`src/rtl/tmds_encoder.sv`:
```
// DVI/HDMI TMDS 8b/10b channel encoder with running-disparity tracking.
// Define TMDS_ENCODE_PIPE_EN to add a q_m pre-stage (latency 2 instead of 1).
module tmds_encoder (
   input  logic       clk,
   input  logic       rst_n,
   input  logic [7:0] d,
   input  logic [1:0] c,
   input  logic       den,
   output logic [9:0] q,
   output logic [4:0] disparity
);

   localparam int unsigned DW = 8;
   localparam int unsigned QW = 10;
   localparam int unsigned CW = 5;
   localparam int unsigned NW = 4;

   localparam logic [QW-1:0] CTRL_00 = 10'h354;
   localparam logic [QW-1:0] CTRL_01 = 10'h0AB;
   localparam logic [QW-1:0] CTRL_10 = 10'h154;
   localparam logic [QW-1:0] CTRL_11 = 10'h2AB;

   logic [NW-1:0] n1d;
   logic          xnor_mode;
   logic [DW:0]   qm_c;
   logic [NW-1:0] n1_c;
   logic [NW-1:0] n0_c;

   logic [DW:0]   qm_s;
   logic [NW-1:0] n1_s;
   logic [NW-1:0] n0_s;
   logic          den_s;
   logic [1:0]    c_s;

   logic [QW-1:0] q_nxt;
   logic [CW-1:0] cnt_nxt;
   logic [CW-1:0] diff;
   logic          invert;

   // Transition-minimising stage: choose XOR/XNOR chaining and count ones of q_m.
   always_comb begin
      n1d = '0;
      for (int i = 0; i < int'(DW); i++) begin
         n1d = n1d + NW'(d[i]);
      end
      xnor_mode = (n1d > NW'(4)) || ((n1d == NW'(4)) && !d[0]);

      qm_c    = '0;
      qm_c[0] = d[0];
      for (int i = 1; i < int'(DW); i++) begin
         qm_c[i] = xnor_mode ? ~(qm_c[i-1] ^ d[i]) : (qm_c[i-1] ^ d[i]);
      end
      qm_c[DW] = ~xnor_mode;

      n1_c = '0;
      for (int i = 0; i < int'(DW); i++) begin
         n1_c = n1_c + NW'(qm_c[i]);
      end
      n0_c = NW'(DW) - n1_c;
   end

`ifdef TMDS_ENCODE_PIPE_EN
   // Pre-stage register; reset contents decode as a c=00 control period.
   always_ff @(posedge clk or negedge rst_n) begin
      if (!rst_n) begin
         qm_s  <= '0;
         n1_s  <= '0;
         n0_s  <= '0;
         den_s <= 1'b0;
         c_s   <= '0;
      end else begin
         qm_s  <= qm_c;
         n1_s  <= n1_c;
         n0_s  <= n0_c;
         den_s <= den;
         c_s   <= c;
      end
   end
`else
   always_comb begin
      qm_s  = qm_c;
      n1_s  = n1_c;
      n0_s  = n0_c;
      den_s = den;
      c_s   = c;
   end
`endif

   // DC-balancing stage; the counter wraps modulo 32 by design.
   always_comb begin
      q_nxt   = q;
      cnt_nxt = disparity;
      diff    = CW'(n1_s) - CW'(n0_s);
      invert  = (!disparity[CW-1] && (n1_s > n0_s)) ||
                ( disparity[CW-1] && (n0_s > n1_s));

      if (!den_s) begin
         cnt_nxt = '0;
         case (c_s)
            2'b00:   q_nxt = CTRL_00;
            2'b01:   q_nxt = CTRL_01;
            2'b10:   q_nxt = CTRL_10;
            default: q_nxt = CTRL_11;
         endcase
      end else if ((disparity == '0) || (n1_s == n0_s)) begin
         q_nxt   = {~qm_s[DW], qm_s[DW], qm_s[DW] ? qm_s[DW-1:0] : ~qm_s[DW-1:0]};
         cnt_nxt = qm_s[DW] ? (disparity + diff) : (disparity - diff);
      end else if (invert) begin
         q_nxt   = {1'b1, qm_s[DW], ~qm_s[DW-1:0]};
         cnt_nxt = disparity + {3'b000, qm_s[DW], 1'b0} - diff;
      end else begin
         q_nxt   = {1'b0, qm_s[DW], qm_s[DW-1:0]};
         cnt_nxt = disparity + diff - {3'b000, ~qm_s[DW], 1'b0};
      end
   end

   always_ff @(posedge clk or negedge rst_n) begin
      if (!rst_n) begin
         q         <= CTRL_00;
         disparity <= '0;
      end else begin
         q         <= q_nxt;
         disparity <= cnt_nxt;
      end
   end

endmodule

```
`config.mk`:
```
export PLATFORM = sky130hd
export DESIGN_NAME = tmds_encoder
export DESIGN_NICKNAME = d
export VERILOG_FILES = /design/src/rtl/tmds_encoder.sv
export SDC_FILE = /design/constraint.sdc
export NUM_CORES = 1
export LEC_CHECK = 0
export ABC_AREA = 1
export BUFFER_PORTS_ARGS = -buffer_cell sky130_fd_sc_hd__buf_2
export CORE_ASPECT_RATIO = 0.8
export CORE_MARGIN = 2
export CORE_UTILIZATION = 63
export DETAILED_ROUTE_END_ITERATION = 6
export PLACE_DENSITY = 0.89
export SETUP_SLACK_MARGIN = 0.3
export SYNTH_ARGS = -nofsm -noshare
export SYNTH_HDL_FRONTEND = slang
export SYNTH_SLANG_ARGS = --single-unit
```
`constraint.sdc`:
```
create_clock -name clk -period 4.4 [get_ports clk]
set_clock_uncertainty 0.05 [all_clocks]
set_input_delay 0.44 -clock clk [delete_from_list [all_inputs] [get_ports clk]]
set_output_delay 0.44 -clock clk [all_outputs]
set_load 0.05 [all_outputs]
```
==> out/metrics.cfg, run 1 <==
[outcome]
status = aborted with a tool error
stop_stage = clock tree synthesis (4_1_cts)
tool.error = [ERROR DPL-0038] Utilization greater than 100%, impossible to legalize

[cts]
cts-hold-fix-buffers = 0
htreeDepth = 1
cts_sinks = 15
root_buffer = clkbuf_8
cts_resized = 60
cts_buffer_depth = 2
post_cts_buffers = 15
cts_buffers = 3

[floorplanning]
start_util_pct = 66.5
pin_count = 28
rows = 18
die_h_um = 55.2
die_x_um = 68.0

[synthesis]
synth_cells = 258
syn_avg_cell_area_um2 = 8.01
synth_top_area_share_pct = 13.3
async_flop_share_pct = 100
yosysTopAreaCell = ha_1
synth_edf_count = 0
synth.distinct_cells = 34
synth_area_leaders = ha_1 13%, dfrtp_1 12%, fa_1 12%, inv_1 6.7%, nand2_1 6.5%
synthFlopType = dfrtp_1
seq_area_frac_synth_pct = 18.5
ys_warn_count = 0
ys_seq_elements = 15
syn_nets = 305
netlist_area_um2 = 2070

[placement]
numPortBuffers = 27
pre_cts_ws_ns = -3.29
gp_congestion = 0.951
place_area_um2 = 2770
dp.final_hpwl_mm = 5.79

==> stage by stage <==
stage / utilization [%] / hold WS, ns / setup TNS, ns / std cells
detailed placement: 89.0 / 0.300 / -40.29 / 381
global placement: 89.0 / 0.287 / -35.63 / 381
floorplan: - / 0.0944 / -31.59 / 258
==> cells in the mapped netlist, types with 2 or more instances <==
cell type and count:
or2_2 2, nand2_2 16, nor2_1 18, dfstp_2 5
dfrtp_1 10, nand2_4 7, nand3_2 5, o2111ai_1 2
inv_2 8, o21ai_1 7, o21ai_0 10, xor2_1 6
xnor2_1 3, nor3_1 3, o211ai_1 2, a21oi_1 6
inv_1 37, ha_1 22, nand3_4 4, o221ai_1 3
fa_1 12, nand3_1 22, nand2_1 36, buf_6 2
==> cells by family after synthesis <==
kind of cell,Yosys count,share of synthesized area [%]
AO/OA/AOI/OAI,36,11.0
XOR/XNOR,9,3.82
adder cells (fa/ha/maj),34,25.0
buffers and inverters,50,10.5
flip-flops,15,18.5
AND/OR/NAND/NOR,114,31.3
==> inputs of run 2 (changes only) <==
Settings changed: CORE_ASPECT_RATIO 0.8 to unset, CORE_UTILIZATION 63 to 40, PLACE_DENSITY 0.89 to unset, PLACE_DENSITY_LB_ADDON set to 0.15, SETUP_SLACK_MARGIN 0.3 to unset.
==> run 2 against run 1 <==
  * The flow now finishes, with violations (negative setup slack)
  * Synthesized cell count is the same
  * Synthesized area is the same
==> out/metrics.cfg, run 2 <==
[critical_path]
crit_top_cell = nand2_4
cpPeakStageDelay_ns = 0.60
path_class = in2reg
critPathSlowestCell = fa_2
cp-start-kind = input port
timing.rr.end = disparity[4]
endpoint_kind = flip-flop
critPathArrivalTime_ns = 7.22
reg2regPathDepth = 10
r2r-start = disparity[1]
critPathRequiredTime_ns = 4.49
r2r_setup_slack_ns = 2.10
crit_fanout = 4

[synthesis]
synthAdderAreaFrac_pct = 25.0  ; unchanged
synth_cells = 258  ; unchanged
synth_edf_count = 0  ; unchanged
ys_seq_elements = 15  ; unchanged
synthMuxAreaShare_pct = 0  ; unchanged
synth-simple-area-share_pct = 31.3  ; unchanged
async_flop_share_pct = 100  ; unchanged
ys_warn_count = 0  ; unchanged
synth_top_area_share_pct = 13.3  ; unchanged
synth_compound_area_share_pct = 11.0  ; unchanged
seq_area_frac_synth_pct = 18.5  ; unchanged
synth.most_common_cell = inv_1  ; unchanged
synth.distinct_cells = 34  ; unchanged
synth-xor-area-share_pct = 3.82  ; unchanged
synth_top_family_by_area = simple AND/OR/NAND/NOR gates  ; unchanged
synthTopCellsByCount = 37 x inv_1, 36 x nand2_1, 22 x ha_1, 22 x nand3_1, 18 x nor2_1  ; unchanged
syn_nets = 305  ; unchanged
yosysTopAreaCell = ha_1  ; unchanged
synthFlopType = dfrtp_1  ; unchanged
synth_area_leaders = ha_1 13%, dfrtp_1 12%, fa_1 12%, inv_1 6.7%, nand2_1 6.5%  ; unchanged
syn_avg_cell_area_um2 = 8.01  ; unchanged
netlist_area_um2 = 2070  ; unchanged

[timing]
fmax_ghz = 0.140
setup_viol_count_final = 13
rsz0062_at_grt = yes
max-slew-margin-rel_pct = 59.4
tightest_slew_ns = 0.602
period_needed_ns = 7.13
fin_crit_sh_pct = 162
fin_ws_ns = -2.73
slew_viol_final = 0
final_hold_viol_count = 0

[layout]
largestRegisters = q (10), disparity (5)
antenna_cells = 0
final_common_cell = buf_4
final_cell_mix = 78 x buf_4, 31 x nand2_1, 28 x inv_1
fillers = 423
top_register = q
largest_reg_flops = 10
drive_gt1_share_pct = 60.7
nets = 422
areaGrowthSynthToFinish_pct = 64.6

[cts]
clkTransAtPathRegs_ns = 0.06
root_buffer = clkbuf_8  ; unchanged
cts-hold-fix-buffers = 0  ; unchanged
insertion_delay_ns = 0.24
cts_buffer_depth = 2  ; unchanged
cts_buffers = 3  ; unchanged
htreeDepth = 1  ; unchanged
cts_tree = yes
cts_sinks = 15  ; unchanged

[floorplanning]
core_area_um2 = 5040
rows = 26  ; was 18
start_util_pct = 41.0  ; was 66.5%
dieArea_um2 = 5760
pin_count = 28  ; unchanged
die_h_um = 75.9  ; was 55.2 um
die_x_um = 75.9  ; was 68.0 um

[detailed_routing]
remaining_drc_errors = 0
routed_wl_mm = 5.72
antenna_left = 0
viasPerCell = 4.68
dr.pass1.iters = 4
routedWlPerCell_um = 12.9
drtIter0Drc = 60
routed-via-count = 2080

[global_routing]
grt_pass1_wl_mm = 9.36
grt.overflow.total = 0
grt_usage_pct = 21.2
grt_pass1_vias = 2047
antenna_found_initial = 0
grt_start_max_net_pins = 16

[outcome]
failed_checks = negative setup slack
status = complete, but fails checks  ; was aborted with a tool error

[hold_path]
worstHoldPathType = in2async

[placement]
gp_congestion = 0.841  ; was 0.951
numPortBuffers = 27  ; unchanged
dp.final_hpwl_mm = 4.58  ; was 5.79 mm
pre_cts_ws_ns = -3.13  ; was -3.29 ns

[run]
drv_cap = 0

==> run 2: cell counts after synthesis <==
No cell type changed its count.
==> run 2: logic make-up (layout without fill, tap and decap cells) <==
family / count (synthesis) / in the layout
simple gates: 114 / 114
buf+inv: 50 / 166
compound gates: 36 / 36
fa+ha+maj: 34 / 34
flops: 15 / 15
xor+xnor: 9 / 9
==> run 2: final cells by class <==
cell class                 count  area [um^2]  area share [%]
multi-input combinational    193         1830            53.7
timing repair buffer         116          870            25.6
sequential                    15          382            11.2
inverter                      46          190            5.59
tap                           70         87.6            2.58
clock buffer                   4         45.0            1.32
==> run 2: timing repair <==
item | in CTS | in global routing
pin swaps | 42 | 14
gates resized for setup | 52 | 26
setup endpoints to repair | 13 | 13
hold endpoints to repair | 0 | 0
setup buffers | 15 | 8
==> run 2: through the flow <==
step / TNS, ns / hold slack, ns / util [%] / area (um^2) / cells
after floorplan: -31.59 / 0.0944 / - / 2180 / 258
after global placement: -36.75 / 0.304 / 57.5 / 2900 / 422
after detailed placement: -38.23 / 0.302 / 57.5 / 2900 / 422
after CTS: -34.11 / 0.0455 / 63.9 / 3220 / 437
after global routing: -37.36 / 0.0617 / 67.4 / 3400 / 444
final: -33.34 / 0.0383 / 67.4 / 3400 / 444
==> run 2: worst max-delay path: cells and delay by family <==
kind                       cells  cell delay [ns]
xor gates and xnor gates       2             0.32
AOI/OAI and AO/OA              5             0.76
and+or+nand+nor               14             1.22
buffers and inverters          4             0.33
adders and majority gates     10             4.13
==> run 2: worst max-delay path by stage <==
| stage | startpoint | to | slack (ns) | depth (start not counted) |
|---|---|---|---|---|
| after floorplan | d[1] | disparity[4] | -2.75 | 34 |
| after CTS | d[0] | disparity[4] | -2.79 | 36 |
| final | d[3] | disparity[4] | -2.73 | 35 |
| after global routing | d[3] | disparity[4] | -3.05 | 36 |
| after global placement | d[1] | disparity[4] | -2.98 | 35 |
| after detailed placement | d[1] | disparity[4] | -3.13 | 35 |
==> run 2: layer usage <==
| layer | up-vias | global-route usage, % | wire (um) |
|---|---|---|---|
| li1 | 1060 | - | - |
| met1 | 985 | 26.9 | 2500 |
| met2 | 29 | 40.1 | 3050 |
| met3 | 6 | 1.19 | 106 |
| met4 | 0 | 2.73 | 63 |
| met5 | - | 0 | 0 |
Power of run 2 is not shown: default switching activity piles up to over one toggle a cycle in this logic, so the estimate is an artifact.
==> inputs of run 3 (changes only) <==
Settings changed: PLACE_DENSITY_LB_ADDON 0.15 to unset.
==> run 3 against run 2 <==
  * The run still ends with negative setup slack left
  * Non-clock buffer count increased by 1
  * Maximum frequency is essentially flat
  * First-iteration DRC count grew 48%
  * Cell area is 0.85% higher
  * Register-to-register slack about the same
  * Critical path depth increased by 1
  * Hold slack better by 0.0034 ns
==> out/metrics.cfg, run 3 (synthesis results as in run 2) <==
[cts]
root_buffer = clkbuf_8  ; unchanged
cts_tree = yes  ; unchanged
htreeDepth = 1  ; unchanged
insertion_delay_ns = 0.24  ; about the same
cts_buffers = 3  ; unchanged
cts_buffer_depth = 2  ; unchanged
clkTransAtPathRegs_ns = 0.06  ; about the same
cts-hold-fix-buffers = 0  ; unchanged
cts_sinks = 15  ; unchanged

[layout]
largest_reg_flops = 10  ; unchanged
areaGrowthSynthToFinish_pct = 66.0  ; was 64.6%
antenna_cells = 0  ; unchanged
drive_gt1_share_pct = 60.8  ; was 60.7%
final_common_cell = buf_4  ; unchanged
top_register = q  ; unchanged
instances_no_fill = 445  ; was 444
final_cell_mix = 80 x buf_4, 29 x inv_1, 29 x nand2_1  ; was 78 x buf_4, 31 x nand2_1, 28 x inv_1
largestRegisters = q (10), disparity (5)  ; unchanged
nets = 423  ; was 422

[timing]
tightest_slew_ns = 0.582  ; was 0.602 ns
fmax_ghz = 0.140  ; about the same
rsz0062_at_grt = yes  ; unchanged
slew_viol_final = 0  ; unchanged
setup_viol_count_final = 13  ; unchanged
fin_crit_sh_pct = 162  ; about the same
final_hold_viol_count = 0  ; unchanged
period_needed_ns = 7.13  ; about the same
max-slew-margin-rel_pct = 60.8  ; was 59.4%
fin_ws_ns = -2.73  ; about the same

[global_routing]
antenna_found_initial = 0  ; unchanged
grt_usage_pct = 20.6  ; was 21.2%
grt_start_max_net_pins = 16  ; unchanged
grt.overflow.total = 0  ; unchanged
grt_pass1_wl_mm = 9.12  ; was 9.36 mm
grt_pass1_vias = 2069  ; was 2047

[critical_path]
crit_fanout = 6  ; was 4
critPathTopFamily = adder cells  ; unchanged
crit_buf_inv = 5  ; was 4
cpPeakStageDelay_ns = 0.56  ; was 0.60 ns
critPathArrivalTime_ns = 7.23  ; was 7.22 ns
endpoint_kind = flip-flop  ; unchanged
critPathSlowestCell = fa_1  ; was fa_2
path_class = in2reg  ; unchanged
cp-start-kind = input port  ; unchanged
crit_top_cell = nand2_4  ; unchanged
critPathRequiredTime_ns = 4.50  ; was 4.49 ns

[run]
drv_cap = 0  ; unchanged

[placement]
dp.final_hpwl_mm = 4.52  ; was 4.58 mm
placed_cells_incl_taps = 421  ; was 422
numPortBuffers = 27  ; unchanged
gp_congestion = 0.894  ; was 0.841

[outcome]
failed_checks = negative setup slack  ; unchanged
status = complete, but fails checks  ; unchanged

[floorplanning]
pin_count = 28  ; unchanged
rows = 26  ; unchanged
start_util_pct = 41.0  ; unchanged
die_x_um = 75.9  ; unchanged
die_h_um = 75.9  ; unchanged
dieArea_um2 = 5760  ; unchanged
core_area_um2 = 5040  ; unchanged

[detailed_routing]
viasPerCell = 4.79  ; was 4.68
dr.pass1.iters = 4  ; unchanged
remaining_drc_errors = 0  ; unchanged
routed-via-count = 2130  ; was 2080
antenna_left = 0  ; unchanged
routedWlPerCell_um = 13.8  ; was 12.9 um
drtIter0Drc = 89  ; was 60
routed_wl_mm = 6.13  ; was 5.72 mm

[hold_path]
worstHoldPathType = in2async  ; unchanged

-- run 3: changes by cell type in the layout (fill, tap and decap cells not counted), sizes merged --
cell / delta
buf: +1
-- run 3: final timing paths --
path	start	to	slack, ns	depth (start not counted)
setup / recovery	d[3]	disparity[4]	-2.73	36
hold / removal	rst_n	q[3]	0.04	1
setup reg to reg	disparity[1]	disparity[4]	2.10	9
hold reg to reg	disparity[0]	disparity[0]	0.52	2
max in group asynchronous	rst_n	q[4]	3.97	1
min in group clk	disparity[0]	disparity[0]	0.52	2
-- run 3: layer usage --
layer  vias to the layer above  part of all wire [%]  GRT usage, %
li1                       1071                     -             -
met1                      1017                    41          25.4
met2                        36                    57          39.8
met3                         6                   1.6         0.794
met4                         0                   1.0          3.31
met5                         -                     0             0
-- run 3: per-stage QoR --
step	TNS (ns)	util (%)	worst slack [ns]	cell area (um^2)	hold WS, ns
after floorplan	-31.59	-	-2.75	2180	0.0944
after global placement	-36.52	57.1	-2.94	2880	0.301
after detailed placement	-37.47	57.1	-3.01	2880	0.303
after CTS	-32.08	61.9	-2.70	3120	0.0460
after global routing	-35.80	68.0	-2.97	3430	0.0620
final	-32.97	68.0	-2.73	3430	0.0417
-- run 3: cell type report --
| type | count | area [um^2] |
|---|---|---|
| multi-input combinational | 193 | 1850 |
| inverter | 46 | 188 |
| clock buffer | 4 | 45.0 |
| tap | 70 | 87.6 |
| fill | 404 | 1610 |
| timing repair buffer | 117 | 875 |
| sequential | 15 | 382 |
-- run 3: repair_timing --
item                                    4_1_cts  5_1_grt
resized for setup                            32       50
pin swaps                                    21       26
endpoints found under the setup margin       13       13
setup buffers                                11       10
-- run 3: worst register-to-register path, stage by stage, from the launching register on --
cell and delay [ns]:
dfrtp_1 0.50, ha_1 0.25, inv_1 0.07, fa_2 0.54
nand3_1 0.09, xnor2_1 0.15, o21ai_1 0.12, a21oi_1 0.04
o21bai_1 0.17, a221oi_2 0.23
Power of run 3 is left out for the same reason.
